$ cat src/rtl/window_pkg.sv
// Shared definitions for the reserved-window coefficient path.
package window_pkg;

   localparam int WIN_DEPTH  = 256;
   localparam int WIN_ADDR_W = 8;
   localparam int WIN_DATA_W = 64;

   typedef enum logic [1:0] {
      IDLE   = 2'd0,
      LOAD   = 2'd1,
      DRAIN  = 2'd2,
      COMMIT = 2'd3
   } loader_state_t;

endpackage

$ cat src/rtl/window_coef_loader.sv
// Writer side of the window coefficient RAM: streams one DEPTH-long table into the RAM
// and only selects it when the frame length was exactly right.
module window_coef_loader
   import window_pkg::*;
#(
   parameter int DEPTH  = WIN_DEPTH,
   parameter int ADDR_W = WIN_ADDR_W,
   parameter int DATA_W = WIN_DATA_W
) (
   input  logic                clk,
   input  logic                rst_n,
   input  logic                cmd_load,
   input  logic                cmd_use_rom,
   input  logic [DATA_W-1:0]   s_tdata,
   input  logic                s_tvalid,
   input  logic                s_tlast,
   output logic                s_tready,
   output logic                ram_wr_en,
   output logic [ADDR_W-1:0]   ram_wr_addr,
   output logic [DATA_W-1:0]   ram_wr_data,
   output logic                ram_sel_pulse,
   output logic                rom_sel_pulse,
   output logic                busy,
   output logic                done,
   output logic                err_len,
   output logic [ADDR_W:0]     word_cnt,
   output logic [DATA_W-1:0]   checksum,
   output loader_state_t       state_dbg
);

   // Stream handshake: a beat transfers on a rising clk edge where s_tvalid && s_tready;
   // s_tready depends only on state, so it never combinationally depends on s_tvalid.

   loader_state_t state, state_nxt;
   logic          accept;
   logic          last_slot;

   assign s_tready  = (state == LOAD) || (state == DRAIN);
   assign busy      = s_tready;
   assign accept    = s_tvalid && s_tready;
   assign last_slot = (word_cnt == (ADDR_W+1)'(DEPTH-1));
   assign state_dbg = state;

   always_ff @(posedge clk or negedge rst_n) begin
      if (!rst_n) state <= IDLE;
      else        state <= state_nxt;
   end

   always_comb begin
      state_nxt = state;
      case (state)
         IDLE: begin
            if (cmd_load) state_nxt = LOAD;
         end
         LOAD: begin
            if (accept) begin
               if (s_tlast)        state_nxt = last_slot ? COMMIT : IDLE;
               else if (last_slot) state_nxt = DRAIN;
            end
         end
         DRAIN: begin
            if (accept && s_tlast) state_nxt = IDLE;
         end
         COMMIT:  state_nxt = IDLE;
         default: state_nxt = IDLE;
      endcase
   end

   always_ff @(posedge clk or negedge rst_n) begin
      if (!rst_n) begin
         ram_wr_en     <= 1'b0;
         ram_wr_addr   <= '0;
         ram_wr_data   <= '0;
         ram_sel_pulse <= 1'b0;
         rom_sel_pulse <= 1'b0;
         done          <= 1'b0;
         err_len       <= 1'b0;
         word_cnt      <= '0;
         checksum      <= '0;
      end else begin
         ram_wr_en     <= 1'b0;
         ram_sel_pulse <= 1'b0;
         rom_sel_pulse <= 1'b0;
         case (state)
            IDLE: begin
               // Fall back to ROM before touching the RAM so a half-written table is never live.
               if (cmd_load) begin
                  done          <= 1'b0;
                  err_len       <= 1'b0;
                  word_cnt      <= '0;
                  checksum      <= '0;
                  rom_sel_pulse <= 1'b1;
               end else if (cmd_use_rom) begin
                  rom_sel_pulse <= 1'b1;
               end
            end
            LOAD: begin
               if (accept) begin
                  ram_wr_en   <= 1'b1;
                  ram_wr_addr <= word_cnt[ADDR_W-1:0];
                  ram_wr_data <= s_tdata;
                  word_cnt    <= word_cnt + {{ADDR_W{1'b0}}, 1'b1};
                  checksum    <= checksum ^ s_tdata;
                  if (s_tlast && !last_slot) err_len <= 1'b1;
               end
            end
            DRAIN: begin
               if (accept && s_tlast) err_len <= 1'b1;
            end
            COMMIT: begin
               ram_sel_pulse <= 1'b1;
               done          <= 1'b1;
            end
            default: ;
         endcase
      end
   end

endmodule

$ cat config.mk
export PLATFORM = sky130hd
export DESIGN_NAME = window_coef_loader
export DESIGN_NICKNAME = d
export VERILOG_FILES = /design/src/rtl/window_pkg.sv /design/src/rtl/window_coef_loader.sv
export SDC_FILE = /design/constraint.sdc
export NUM_CORES = 1
export LEC_CHECK = 0
export ABC_AREA = 1
export BUFFER_PORTS_ARGS = -buffer_cell sky130_fd_sc_hd__buf_2
export CORE_MARGIN = 3
export CORE_UTILIZATION = 40
export DETAILED_ROUTE_END_ITERATION = 8
export PLACE_DENSITY = 0.66
export SLEW_MARGIN = 20
export SYNTH_ARGS = -nofsm -noshare
export SYNTH_HDL_FRONTEND = slang
export SYNTH_SLANG_ARGS = --single-unit
$ cat constraint.sdc
create_clock -name clk -period 3.7 [get_ports clk]
set_input_delay 0.37 -clock clk [delete_from_list [all_inputs] [get_ports clk]]
set_output_delay 0.37 -clock clk [all_outputs]
set_load 0.05 [all_outputs]
Word-level counts from Yosys, hierarchy flattened
Index checks and enable logic that the tools add are counted.
{"block": "totals", "regBits": 152, "out_inout_bits": 154, "inputBits": 70, "word_cells": 60}
{"block": "op_classes", "bitwise": 1, "addsub": 1, "reduce_logical": 14, "n_eq_ne": 9, "n_mux": 25}
{"op": "64-bit 2-to-1 mux", "n": 2}
{"op": "64-bit one-hot mux with 2 select lines", "n": 1}
{"op": "64-bit bitwise XOR", "n": 1}
{"op": "9-bit 2-to-1 mux", "n": 2}
{"op": "9-bit one-hot mux with 2 select lines", "n": 1}
{"op": "2-bit 2-to-1 mux", "n": 6}
{"op": "1-bit 2-to-1 mux", "n": 10}
{"op": "9-bit by 1-bit adder with 9-bit output (second input constant)", "n": 1}
{"op": "9-bit by 8-bit == test with 1-bit output (second input constant)", "n": 1}
{"op": "2-bit one-hot mux with 4 select lines", "n": 1}
{"op": "5-bit AND reduction", "n": 1}
{"op": "2-bit == test (second input constant)", "n": 2}
{"op": "2-bit by 1-bit inequality test with 1-bit output (second input constant)", "n": 2}
{"op": "2-bit inequality test (second input constant)", "n": 2}
{"op": "2-bit AND reduction", "n": 2}
{"op": "4-bit AND reduction", "n": 1}
{"op": "2-bit nonzero test", "n": 2}
{"op": "1-bit logical AND", "n": 3}
{"op": "3-bit inequality test (second input constant)", "n": 1}
{"op": "1-bit one-hot mux with 3 select lines", "n": 1}
{"op": "3-bit AND reduction", "n": 1}
{"op": "3-bit nonzero test", "n": 1}
{"op": "2-bit by 1-bit == test with 1-bit output (second input constant)", "n": 1}
{"op": "2-bit logical NOT", "n": 1}
{"op": "3 further kinds", "n": 3}

Logic depth before layout (Yosys ltp)
{"block": "depth", "depth_word": 6, "mapped_depth": 12, "ltp_nobuf": 12}

Worst setup path after synthesis
OpenSTA, ideal clock, no wires.
{"block": "synth_path", "path_type": "register to register", "start": "reg state[0], in the netlist state_dbg[0]", "end": "reg word_cnt[0]", "required_time_ns": 3.555, "path_stages_with_launch": 10, "setup_ns": 0.145, "arrival_ns": 2.109, "path_buffers": 2, "period_less_slack_ns": 2.254, "slack_ns": 1.446, "path_cell_list": "dfrtp_1 -> inv_1 -> ha_1 -> nand2_1 -> nand2_1 -> nand3_2 -> buf_6 -> buf_6 -> nand2_1 -> o21ai_1"}
{"block": "synth_via", "elab_chain_len": 5, "word_cells_on_any_way": 10, "cone_classes": "eq/ne: 4; mux: 1; reduce/logical: 5"}
{"item": "start, declared", "line": "window_coef_loader.sv:34", "source": "loader_state_t state, state_nxt;"}
{"item": "start signal, assigned", "line": "window_coef_loader.sv:46", "source": "else state <= state_nxt;"}
{"item": "2-bit by 1-bit == test with 1-bit output / 2-bit == test (equally long branches)", "line": "window_coef_loader.sv:38", "source": "assign s_tready = (state == LOAD) || (state == DRAIN);"}
{"item": "1-bit logical OR (*)", "line": "window_coef_loader.sv:38"}
{"item": "net busy", "line": "window_coef_loader.sv:23", "source": "output logic busy,"}
{"item": "1-bit logical AND (*)", "line": "window_coef_loader.sv:40", "source": "assign accept = s_tvalid && s_tready;"}
{"item": "2-bit inequality test (no source line) (*)"}
{"item": "3-bit AND reduction (no source line) (*)"}
{"item": "end signal, assigned", "line": "window_coef_loader.sv:102", "source": "word_cnt <= word_cnt + {{ADDR_W{1'b0}}, 1'b1};"}
{"item": "end, declared", "line": "window_coef_loader.sv:26", "source": "output logic [ADDR_W:0] word_cnt,"}
The timed path passes the listed nets; every way through them passes the cells marked *.
A chain may end at the register's enable or synchronous reset.

Worst setup path after layout
{"block": "layout_path", "start": "reg state[1], in the netlist state_dbg[1]", "end": "reg checksum[39]"}
{"block": "layout_via", "elab_chain_len": 5, "word_cells_on_any_way": 10, "cone_classes": "eq/ne: 4; mux: 1; reduce/logical: 5"}
{"item": "2-bit by 1-bit == test with 1-bit output / 2-bit == test (equally long branches)", "line": "window_coef_loader.sv:38, window_coef_loader.sv:84"}
{"item": "1-bit logical OR", "line": "window_coef_loader.sv:38"}
{"item": "1-bit logical AND", "line": "window_coef_loader.sv:40"}
{"item": "2-bit inequality test (no source line)"}
{"item": "3-bit AND reduction (no source line)"}
{"item": "end signal, assigned", "line": "window_coef_loader.sv:103", "source": "checksum <= checksum ^ s_tdata;"}
{"item": "end, declared", "line": "window_coef_loader.sv:27", "source": "output logic [DATA_W-1:0] checksum,"}
Several ways; a longest one is shown, not always the timed one.

==> results.cfg <==
[global_routing]
grt_pass1_vias = 5363
overflow = 0
grt_max_degree = 95
grt_pass1_wl_mm = 27.6
grt_use_total = 0.187
antenna_found_initial = 0

[logic_synthesis]
ys_warn_count = 0
avgSynthCellArea_um2 = 8.84
synth_cells = 757
synth_cell_types = 24
yosysTopAreaCell = dfrtp_1
async_reset_ff_frac = 1.00
syn-num-nets = 833
synth_most_common_cell = nand2_1
synth_area_leaders = dfrtp_1 57%, nand2_1 21%, xor2_1 8.4%
synth_edf_count = 0
postSynthRegisterBits = 152
netlist.area_leader.share = 0.568
synthFlopType = dfrtp_1
syn-cell-area_um2 = 6690
ys_top_cells_by_count = 368 x nand2_1, 152 x dfrtp_1, 65 x o21ai_1, 64 x xor2_1, 15 x clkbuf_1
synth_seq_area_share = 0.568

[finish]
drive_above_1_share = 0.276
fillCellCount = 1539
stdcell_count = 1195
register_area_um2 = 3800
fin_nets = 1042
multi_input_area_um2 = 2610
n_antenna_cell = 0
areaGrowthSynthToFinish_pct = 28.1

[power]
irDropWorstVdd_v = 0.000495
p_per_area_nw_per_um2 = 1060
p_leak_uw = 0.00475

[routing]
wl_per_cell_um = 14.0
vias_per_cell = 4.62
first_pass_iters = 4
vias = 5518
wl_mm = 16.7
drc = 0
ant_nets = 0
drt_iter0_drc = 274

[setup_path]
ff2ff_path_depth = 7
cp-start-kind = flip-flop
arrival_ns = 2.78
critPathTopFamily = buffers and inverters
crit_buf_inv = 3
rrSetupSlack_ns = 1.20
cp.required_ns = 3.98
slowest_delay_ns = 0.50
worstSetupPathType = flip-flop to flip-flop
crit_slowest_cell = nand3_4
endpoint_kind = flip-flop
critPathMaxFanout = 67
worstReg2RegEnd = checksum[39]
r2r_start = state_dbg[1]
path_cells = inv_1 > ha_2 > buf_4 > nand2_1 > nand3_4 > buf_12 > o21ai_1

[timing]
maxSlewHeadroom = 0.402
setup-violations-final = 0
finalMaxSlewViolations = 0
hold_viol = 0
skew_ns = 0.00624
fin_tns_setup_ns = 0
fmax_ghz = 0.400
period_share = 0.675
rsz0062_at_grt = no
tightest_slew_ns = 0.897
layout_min_cycle_time_ns = 2.50

[run]
cap_violations = 0

[floorplan]
die_area_um2 = 18300
rows = 46
core_um2 = 16100
initial_utilization = 0.415
die_y_um = 135
io_pins = 224
dieWidth_um = 135

[clocking]
path_clk_slew_ns = 0.06
h-tree-depth = 4
cts_sinks = 152
clk_path_buf_depth = 2
post_cts_buffers = 0
cts_hold_buf = 0
cts_made_buffers = 17
post_cts_resized = 0
clock_latency_ns = 0.41
cts-root-buf = clkbuf_16
cts_tree = yes

[placement]
hpwlAfterDp_mm = 11.1
gp_congestion = 0.772
io_buffers = 223
placed_cells = 1163

[run_status]
outcome = completed

[hold_path]
hold_path_class = input pin to asynchronous set/reset pin
==> layer usage <==
metal	global-route usage	share of wire
met2	0.284	0.45
met1	0.252	0.45
met5	0	0
met3	0.0617	0.080
met4	0.0666	0.020
==> metrics by stage <==
step / power (µW) / hold WS [ns] / util / setup WS (ns) / instance area (µm²)
after floorplan: 6340 / 0.0744 / - / 1.45 / 6690
after global placement: 7270 / 0.455 / 0.493 / 1.27 / 7940
after detailed placement: 7350 / 0.460 / 0.493 / 1.20 / 7940
after CTS: 9220 / 0.0719 / 0.532 / 1.15 / 8570
after global routing: 9700 / 0.0993 / 0.532 / 0.899 / 8570
final: 9120 / 0.0306 / 0.532 / 1.20 / 8570
==> cell type report <==
| type | count | share of cell area |
|---|---|---|
| clock buffer | 20 | 0.0545 |
| clock inverter | 12 | 0.0190 |
| inverter | 14 | 0.00613 |
| multi-input combinational | 552 | 0.305 |
| sequential | 152 | 0.444 |
| tap | 216 | 0.0315 |
| timing repair buffer | 229 | 0.141 |
==> worst register-to-register path: stages (launching register included) <==
cell and delay, ns:
dfrtp_1 0.42, inv_1 0.10, ha_2 0.20, buf_4 0.46
nand2_1 0.19, nand3_4 0.50, buf_12 0.35, o21ai_1 0.15
==> sequential cells by signal, summed over array words and instances, names as in the netlist <==
signal	flops
checksum	64
ram_wr_data	64
state_dbg	2
ram_wr_en	1
ram_sel_pulse	1
rom_sel_pulse	1
word_cnt	9
err_len	1
ram_wr_addr	8
done	1
==> cell usage in the layout (no fill, tap or decap), drive strengths merged <==
cell and count:
nand2 369, ha 6, inv 18, a21oi 4, nand3 10, bufinv 3
nor3 2, nor2 10, buf 229, a22o 1, or2 1, clkbuf 20
nand4 6, xor2 64, clkinvlp 2, dfrtp 152, o21ai 78, o22ai 1
clkinv 3
==> how the worst max path moves through the flow <==
stage                         to          from  slack, ns  cells after the start
global placement    checksum[35]  state_dbg[1]       1.27                      7
global route         checksum[0]  state_dbg[1]       0.90                      8
CTS                 checksum[44]  state_dbg[1]       1.15                      8
finish              checksum[39]  state_dbg[1]       1.20                      7
detailed placement  checksum[39]  state_dbg[1]       1.20                      7
floorplan            word_cnt[0]  state_dbg[0]       1.45                      9
==> logic make-up (layout without fill, tap and decap cells) <==
family / after synthesis / after routing / share of synthesized area
and+or+nand+nor: 398 / 398 / 0.230
DFF: 152 / 152 / 0.568
adders and majority gates: 6 / 6 / 0.0112
xor gates and xnor gates: 64 / 64 / 0.0838
buffers and inverters: 53 / 275 / 0.0436
AOI/OAI and AO/OA: 84 / 84 / 0.0636
==> report_power, final <==
group          total [µW]  leakage (µW)  switching, µW  internal [µW]
Clock                1830      0.000304            709           1130
Sequential           2640       0.00197            391           2250
Combinational        4640       0.00247           3610           1030
Total                9120       0.00475           4710           4410
No activity file was read; power rests on OpenSTA's default activity.
